### src/rtl/ls_endian_sequencer_pkg.sv
// Shared encodings for the load/store endian sequencer: FSM states, RW codes
// and the byte-enable expansion used on the load-return path.
package ls_endian_sequencer_pkg;

  typedef enum logic [1:0] {
    L_PARAM_IDLE  = 2'd0,
    L_PARAM_ISSUE = 2'd1,
    L_PARAM_WAIT  = 2'd2,
    L_PARAM_RESP  = 2'd3
  } state_t;

  localparam logic L_PARAM_STORE = 1'b1;
  localparam logic L_PARAM_LOAD  = 1'b0;

  // Widens a 4-bit byte-enable into a 32-bit AND mask (bit b covers byte b).
  function automatic logic [31:0] byte_enable_mask(input logic [3:0] mask);
    logic [31:0] m;
    m = '0;
    for (int b = 0; b < 4; b++) m[8*b +: 8] = {8{mask[b]}};
    return m;
  endfunction

endpackage

### src/rtl/ls_endian_sequencer_if.sv
// Core-side and bus-side handshake of the sequencer. master = sequencer view,
// slave = the surrounding core/bus environment.
interface ls_endian_sequencer_if;

  logic        iCORE_REQ;
  logic        oCORE_BUSY;
  logic        iCORE_RW;
  logic [31:0] iCORE_ADDR;
  logic [3:0]  iCORE_MASK;
  logic [31:0] iCORE_DATA;
  logic        oCORE_VALID;
  logic        oCORE_ERROR;
  logic [31:0] oCORE_DATA;

  logic        oBUS_REQ;
  logic        iBUS_BUSY;
  logic        oBUS_RW;
  logic [31:0] oBUS_ADDR;
  logic [3:0]  oBUS_MASK;
  logic [31:0] oBUS_DATA;
  logic        iBUS_VALID;
  logic [31:0] iBUS_DATA;

  modport master (
    input  iCORE_REQ, iCORE_RW, iCORE_ADDR, iCORE_MASK, iCORE_DATA,
    input  iBUS_BUSY, iBUS_VALID, iBUS_DATA,
    output oCORE_BUSY, oCORE_VALID, oCORE_ERROR, oCORE_DATA,
    output oBUS_REQ, oBUS_RW, oBUS_ADDR, oBUS_MASK, oBUS_DATA
  );

  modport slave (
    output iCORE_REQ, iCORE_RW, iCORE_ADDR, iCORE_MASK, iCORE_DATA,
    output iBUS_BUSY, iBUS_VALID, iBUS_DATA,
    input  oCORE_BUSY, oCORE_VALID, oCORE_ERROR, oCORE_DATA,
    input  oBUS_REQ, oBUS_RW, oBUS_ADDR, oBUS_MASK, oBUS_DATA
  );

endinterface

### src/rtl/ls_endian_sequencer_endian_controller.sv
// Unconditional byte swap: byte b <-> byte 3-b, mask bit b <-> bit 3-b.
// Callers decide whether to use the swapped or the straight value.
module endian_controller (
  input  logic [31:0] data,
  input  logic [3:0]  mask,
  output logic [31:0] swapped_data,
  output logic [3:0]  swapped_mask
);

  assign swapped_data = {data[7:0], data[15:8], data[23:16], data[31:24]};
  assign swapped_mask = {mask[0], mask[1], mask[2], mask[3]};

endmodule

### src/rtl/ls_endian_sequencer.sv
// Single-outstanding load/store sequencer between the core LSU and a
// little-endian bus, with big-endian swapping and a load-wait timeout.
module ls_endian_sequencer
  import ls_endian_sequencer_pkg::*;
#(
  parameter int P_TO_W = 8
) (
  input  logic                  iCLOCK,
  input  logic                  inRESET,
  input  logic                  iRESET_SYNC,
  input  logic                  iBIG_ENDIAN,
  ls_endian_sequencer_if.master port
);

  localparam logic [P_TO_W-1:0] L_CNT_ONE = P_TO_W'(1);
  localparam logic [P_TO_W-1:0] L_CNT_MAX = '1;

  state_t            state, state_nxt;
  logic              lat_rw, lat_big;
  logic [31:0]       lat_addr, lat_data;
  logic [3:0]        lat_mask;
  logic [P_TO_W-1:0] to_cnt, to_cnt_inc;
  logic              timeout;
  logic [31:0]       resp_data;
  logic              resp_error;

  logic [31:0] req_sw_data, req_data, ret_sw_data, ret_data;
  logic [3:0]  req_sw_mask, req_mask, ret_sw_mask, core_mask;
  logic        in_issue, in_resp;

  endian_controller u_req_swap (
    .data         (port.iCORE_DATA),
    .mask         (port.iCORE_MASK),
    .swapped_data (req_sw_data),
    .swapped_mask (req_sw_mask)
  );

  // The latched mask is in bus order; swapping it back yields the core-order
  // byte enables needed to clear unrequested bytes of the load result.
  endian_controller u_ret_swap (
    .data         (port.iBUS_DATA),
    .mask         (lat_mask),
    .swapped_data (ret_sw_data),
    .swapped_mask (ret_sw_mask)
  );

  assign req_data   = iBIG_ENDIAN ? req_sw_data : port.iCORE_DATA;
  assign req_mask   = iBIG_ENDIAN ? req_sw_mask : port.iCORE_MASK;
  assign core_mask  = lat_big ? ret_sw_mask : lat_mask;
  assign ret_data   = (lat_big ? ret_sw_data : port.iBUS_DATA) & byte_enable_mask(core_mask);
  assign to_cnt_inc = to_cnt + L_CNT_ONE;
  assign timeout    = (to_cnt_inc == L_CNT_MAX);

  // NOTE: sequential state uses non-blocking assignments so every register
  // samples pre-edge values regardless of process evaluation order.
  always_ff @(posedge iCLOCK or negedge inRESET) begin
    if (!inRESET) state <= L_PARAM_IDLE;
    else          state <= state_nxt;
  end

  // NOTE: every output of this block gets a default first so no path through
  // the case leaves a signal unassigned and infers a latch.
  always_comb begin
    state_nxt = state;
    unique case (state)
      L_PARAM_IDLE:  if (port.iCORE_REQ) state_nxt = (req_mask != 4'b0) ? L_PARAM_ISSUE : L_PARAM_RESP;
      L_PARAM_ISSUE: if (!port.iBUS_BUSY) state_nxt = (lat_rw == L_PARAM_STORE) ? L_PARAM_RESP : L_PARAM_WAIT;
      L_PARAM_WAIT:  if (port.iBUS_VALID || timeout) state_nxt = L_PARAM_RESP;
      L_PARAM_RESP:  state_nxt = L_PARAM_IDLE;
      default:       state_nxt = L_PARAM_IDLE;
    endcase
    if (iRESET_SYNC) state_nxt = L_PARAM_IDLE;

    // Outputs are masked by the synchronous clear so a withdrawn request and
    // a quiet core port are seen as soon as the clear is asserted.
    in_issue = (state == L_PARAM_ISSUE) && !iRESET_SYNC;
    in_resp  = (state == L_PARAM_RESP) && !iRESET_SYNC;

    port.oCORE_BUSY  = (state != L_PARAM_IDLE) && !iRESET_SYNC;
    port.oCORE_VALID = in_resp;
    port.oCORE_ERROR = in_resp && resp_error;
    port.oCORE_DATA  = in_resp ? resp_data : '0;
    port.oBUS_REQ    = in_issue;
    port.oBUS_RW     = in_issue && lat_rw;
    port.oBUS_ADDR   = in_issue ? lat_addr : '0;
    port.oBUS_MASK   = in_issue ? lat_mask : '0;
    port.oBUS_DATA   = in_issue ? lat_data : '0;
  end

  always_ff @(posedge iCLOCK or negedge inRESET) begin
    if (!inRESET) begin
      lat_rw     <= L_PARAM_LOAD;
      lat_big    <= 1'b0;
      lat_addr   <= '0;
      lat_mask   <= '0;
      lat_data   <= '0;
      to_cnt     <= '0;
      resp_data  <= '0;
      resp_error <= 1'b0;
    end else if (iRESET_SYNC) begin
      lat_rw     <= L_PARAM_LOAD;
      lat_big    <= 1'b0;
      lat_addr   <= '0;
      lat_mask   <= '0;
      lat_data   <= '0;
      to_cnt     <= '0;
      resp_data  <= '0;
      resp_error <= 1'b0;
    end else begin
      unique case (state)
        L_PARAM_IDLE: if (port.iCORE_REQ) begin
          lat_rw     <= port.iCORE_RW;
          lat_addr   <= port.iCORE_ADDR;
          lat_big    <= iBIG_ENDIAN;
          lat_mask   <= req_mask;
          lat_data   <= req_data;
          resp_data  <= '0;
          resp_error <= 1'b0;
        end
        L_PARAM_ISSUE: if (!port.iBUS_BUSY) to_cnt <= '0;
        L_PARAM_WAIT: begin
          to_cnt <= to_cnt_inc;
          if (port.iBUS_VALID) begin
            resp_data  <= ret_data;
            resp_error <= 1'b0;
          end else if (timeout) begin
            resp_data  <= '0;
            resp_error <= 1'b1;
          end
        end
        default: ;
      endcase
    end
  end

endmodule
### src/flat_wrapper.sv
// flat-port wrapper written by rule: the top's interface ports become plain ports
module ls_endian_sequencer_flat import ls_endian_sequencer_pkg::*;
#(
  parameter int P_TO_W = 8
)
  (iCLOCK, inRESET, iRESET_SYNC, iBIG_ENDIAN, port_iCORE_REQ, port_iCORE_RW, port_iCORE_ADDR, port_iCORE_MASK, port_iCORE_DATA, port_iBUS_BUSY, port_iBUS_VALID, port_iBUS_DATA, port_oCORE_BUSY, port_oCORE_VALID, port_oCORE_ERROR, port_oCORE_DATA, port_oBUS_REQ, port_oBUS_RW, port_oBUS_ADDR, port_oBUS_MASK, port_oBUS_DATA);
  ls_endian_sequencer_if port_i ();
  input  logic iCLOCK;
  input  logic inRESET;
  input  logic iRESET_SYNC;
  input  logic iBIG_ENDIAN;
  input wire logic [$bits(port_i.iCORE_REQ)-1:0] port_iCORE_REQ;
  input wire logic [$bits(port_i.iCORE_RW)-1:0] port_iCORE_RW;
  input wire logic [$bits(port_i.iCORE_ADDR)-1:0] port_iCORE_ADDR;
  input wire logic [$bits(port_i.iCORE_MASK)-1:0] port_iCORE_MASK;
  input wire logic [$bits(port_i.iCORE_DATA)-1:0] port_iCORE_DATA;
  input wire logic [$bits(port_i.iBUS_BUSY)-1:0] port_iBUS_BUSY;
  input wire logic [$bits(port_i.iBUS_VALID)-1:0] port_iBUS_VALID;
  input wire logic [$bits(port_i.iBUS_DATA)-1:0] port_iBUS_DATA;
  output wire logic [$bits(port_i.oCORE_BUSY)-1:0] port_oCORE_BUSY;
  output wire logic [$bits(port_i.oCORE_VALID)-1:0] port_oCORE_VALID;
  output wire logic [$bits(port_i.oCORE_ERROR)-1:0] port_oCORE_ERROR;
  output wire logic [$bits(port_i.oCORE_DATA)-1:0] port_oCORE_DATA;
  output wire logic [$bits(port_i.oBUS_REQ)-1:0] port_oBUS_REQ;
  output wire logic [$bits(port_i.oBUS_RW)-1:0] port_oBUS_RW;
  output wire logic [$bits(port_i.oBUS_ADDR)-1:0] port_oBUS_ADDR;
  output wire logic [$bits(port_i.oBUS_MASK)-1:0] port_oBUS_MASK;
  output wire logic [$bits(port_i.oBUS_DATA)-1:0] port_oBUS_DATA;
  assign port_i.iCORE_REQ = port_iCORE_REQ;
  assign port_i.iCORE_RW = port_iCORE_RW;
  assign port_i.iCORE_ADDR = port_iCORE_ADDR;
  assign port_i.iCORE_MASK = port_iCORE_MASK;
  assign port_i.iCORE_DATA = port_iCORE_DATA;
  assign port_i.iBUS_BUSY = port_iBUS_BUSY;
  assign port_i.iBUS_VALID = port_iBUS_VALID;
  assign port_i.iBUS_DATA = port_iBUS_DATA;
  assign port_oCORE_BUSY = port_i.oCORE_BUSY;
  assign port_oCORE_VALID = port_i.oCORE_VALID;
  assign port_oCORE_ERROR = port_i.oCORE_ERROR;
  assign port_oCORE_DATA = port_i.oCORE_DATA;
  assign port_oBUS_REQ = port_i.oBUS_REQ;
  assign port_oBUS_RW = port_i.oBUS_RW;
  assign port_oBUS_ADDR = port_i.oBUS_ADDR;
  assign port_oBUS_MASK = port_i.oBUS_MASK;
  assign port_oBUS_DATA = port_i.oBUS_DATA;
  ls_endian_sequencer #(.P_TO_W(P_TO_W)) u_core (.iCLOCK(iCLOCK), .inRESET(inRESET), .iRESET_SYNC(iRESET_SYNC), .iBIG_ENDIAN(iBIG_ENDIAN), .port(port_i));
endmodule
### config.mk
export PLATFORM = sky130hd
export DESIGN_NAME = ls_endian_sequencer_flat
export DESIGN_NICKNAME = d
export VERILOG_FILES = /design/src/rtl/ls_endian_sequencer_pkg.sv /design/src/rtl/ls_endian_sequencer_if.sv /design/src/rtl/ls_endian_sequencer_endian_controller.sv /design/src/rtl/ls_endian_sequencer.sv /design/src/flat_wrapper.sv
export SDC_FILE = /design/constraint.sdc
export NUM_CORES = 1
export LEC_CHECK = 0
export ABC_AREA = 1
export CAP_MARGIN = 40
export CORE_AREA = 2 2 88 153
export CTS_CLUSTER_SIZE = 10
export DETAILED_ROUTE_END_ITERATION = 10
export DIE_AREA = 0 0 90 155
export PLACE_DENSITY_LB_ADDON = 0.08
export RECOVER_POWER = 100
export SYNTH_ARGS = -nofsm -noshare
export SYNTH_HDL_FRONTEND = slang
export SYNTH_SLANG_ARGS = --single-unit
### constraint.sdc
create_clock -name iCLOCK -period 4.41 [get_ports iCLOCK]
set_clock_uncertainty 0.2 [all_clocks]
set_input_delay 0.882 -clock iCLOCK [delete_from_list [all_inputs] [get_ports iCLOCK]]
set_output_delay 0.882 -clock iCLOCK [all_outputs]
set_load 0.05 [all_outputs]
==> metrics <==
status complete, but fails checks; failing checks capacitance limit; aggregate routed wire length 18130 um; period utilization 91.16%; H-Tree Level Count 4; TritonCTS clock tree built; endpoint kind of the worst setup timing path primary output; Detailed Route Iter0 Violations 319; internal portion of total power 2343 uW; number of iterations in the first detailed-routing pass 6; sink of the worst hold path u_core.resp_data[3]; most repeated cell in the gate-level netlist after synthesis nand2_1; worst-path fanout max 46; worst-case register-to-register setup slack 0.96 ns; required time worst endpoint 3.33 ns; most numerous cell types in the synthesized netlist nand2_1 (170), inv_1 (123), nor2_1 (115); clock edge transition at the registers on the reported setup and hold paths 0.05 ns; simple-gate share of the synthesized area 25.43%; critical path type primary input to primary output; arrival time at the worst endpoint 2.94 ns; # port buffers 212; setup-violating endpoint count in the final report 0; GRT overflow 0; element type at the critical path start primary input; leakage power 0.003846 uW; cell taking the most area after synthesis dfrtp_1; initial core utilization 48.28%; die extent in x 90 um; sum of net half-perimeters after detailed placement 12730 um; IO Count 213; startpoint of the worst hold path u_core.resp_data[3]; Resized cells post-CTS 0; max_cap viols 1; count of final max-slew check failures 0; share of synthesized registers carrying an async set or reset 100.0%; Synth Instances 823; gr usage total 26.03%; clock tree root buffer cell clkbuf_16; reg2reg end u_core.lat_addr[19]; sequential element share of the synthesized area 45.76%; maximum clock frequency 248.7 MHz; worst-margin pin slew 1.497 ns; first-pass GRT wire length 29210 um; switching pwr 1288 uW; share of layout cells above drive strength 1 5.848%; via density per instance 5.193; drt drc 0; maximum count of clock buffers along a single path 2; clock insertion delay at the later pin of the skew report 0.41 ns; number of hold buffers added after cts 0; number of buffers inserted during clock tree synthesis 17; worst slew margin relative to its limit 0.2190%; Post-CTS Setup Inserts 0; switching share of power 35.47%; number of flip-flops and latches in the synthesized netlist 113; synth top area cells dfrtp_1 (46%), nand2_1 (10%), inv_1 (7.5%); timing startpoint of the critical path iRESET_SYNC; xor/xnor cell area share of the yosys netlist 0%; via count of the first global-routing pass 5980; Synth Area in Compound Gates 10.97%; top flip-flop cell by instance count after synthesis dfrtp_1; area of the core region 12800 um2; initial antenna violation count 0; gpl congestion 0.8774; net count after synthesis 937; synthesized area per cell 7.509 um2; combinational family with the most area after synthesis simple AND/OR/NAND/NOR gates; TNS Setup 0 ns; Min-Delay Path Class flip-flop to flip-flop; core utilization of the finished layout 66.03%; Min-Delay Path Depth 2; number of endpoints with negative hold slack in the final report 0; part of the power in the clock network 36.8%; pin count of the biggest net entering global routing 47; Die Footprint 13950 um2; worst voltage drop across the vdd grid 0.0003340 V; total via count after detailed routing 6216; min cycle time layout 4.020 ns; proportion of synthesized area in mux cells 5.183%; remaining antenna violation count 0; Net count, final 1129; number of rows created at floorplan 55; combinational fraction of design power 30.0%; vertical die dimension 155 um; synthesis-to-finish area growth 36.77%; synthesis warning total 0; arithmetic-cell share of the synthesized area counting full adders, half adders and majority gates 1.215%; source of the worst register-to-register timing path u_core.state[0]; wire length per cell 15.15 um; number of cell instances on the worst register-to-register path 6; CTS sink count 113; RSZ-0062 raised after global routing no; library cells used by synthesis 25; Post-synth EDFFs 0; proportion of power drawn by flip-flops and latches 33.3%; Synth top area share 45.76%; power per standard cell area 429.6 nW/um2; ant diodes 0; mapped cell area 6180 um2
## power by group through the flow
stage | logic (uW) | registers (uW) | clock network [uW]
finish | 1090 | 1210 | 1330
global route | 1190 | 1220 | 1400
CTS | 1150 | 1210 | 1350
detailed placement | 1140 | 1220 | 0
global placement | 1120 | 1220 | 0
floorplan | 774 | 1210 | 0
## area by class of cell
type | instances | area, um2
tap | 171 | 214.0
clock inverter | 6 | 80.08
clock buffer | 24 | 491.7
fill | 1231 | 4348
multi-input combinational | 533 | 2636
inverter | 124 | 465.4
timing repair buffer | 226 | 1737
sequential | 113 | 2828
## how the worst max path moves through the flow
| stage | to | cells past startpoint |
|---|---|---|
| 2_1_floorplan | port_oBUS_ADDR[11] | 6 |
| 3_3_place_gp | port_oBUS_DATA[10] | 6 |
| 3_5_place_dp | port_oBUS_DATA[8] | 6 |
| 4_1_cts | port_oBUS_DATA[8] | 6 |
| 5_1_grt | port_oBUS_DATA[18] | 6 |
| 6_report | port_oBUS_DATA[18] | 6 |
## critical path, cell delays in order
cell           delay [ns]
dlygate4sd3_1        0.66
nor2_1               0.25
inv_2                0.24
buf_12               0.26
nor2_1               0.10
clkbuf_1             0.53
## metal layers
metal | track usage [%] | part of all wire (%) | up-vias
li1 | - | - | 3033
met1 | 28.50 | 38 | 2905
met2 | 47.51 | 53 | 233
met3 | 5.327 | 5.8 | 45
met4 | 12.97 | 3.1 | 0
met5 | 0 | 0 | -
## registers in the layout (all words and copies together), names as in the netlist
signal / cells
u_core.state: 2
u_core.lat_rw: 1
u_core.lat_data: 32
u_core.lat_mask: 4
u_core.lat_addr: 32
u_core.to_cnt: 8
u_core.lat_big: 1
u_core.resp_error: 1
u_core.resp_data: 32
## cells by family after synthesis
logic type                 after synthesis
adders and majority gates                6
AOI/OAI and AO/OA                      124
and+or+nand+nor                        371
muxes                                   32
DFF                                    113
buffers and inverters                  177
## stage by stage
step | total power [uW] | hold WS [ns] | cell area [um2] | std cells | setup WS (ns)
floorplan | 1985 | 0.2419 | 6180 | 823 | 0.3411
global route | 3806 | 0.2854 | 8452 | 1197 | 0.2861
detailed placement | 2367 | 0.2580 | 8631 | 1167 | 0.6678
CTS | 3713 | 0.1871 | 9203 | 1197 | 0.6487
finish | 3631 | 0.2655 | 8452 | 1197 | 0.3898
global placement | 2339 | 0.2536 | 8556 | 1164 | 0.6686
## layout by cell type, fill, tap and decap left out, types with 32 or more instances in the layout
| master | instances |
|---|---|
| o21ai_0 | 46 |
| nand4_1 | 37 |
| a21oi_1 | 33 |
| mux2i_1 | 32 |
| nor2_1 | 115 |
| o22ai_1 | 39 |
| inv_1 | 123 |
| clkbuf_1 | 93 |
| nand3_1 | 46 |
| nand2_1 | 170 |
| clkdlybuf4s50_1 | 104 |
| dfrtp_1 | 113 |
No activity file was read; power rests on OpenSTA's default activity.
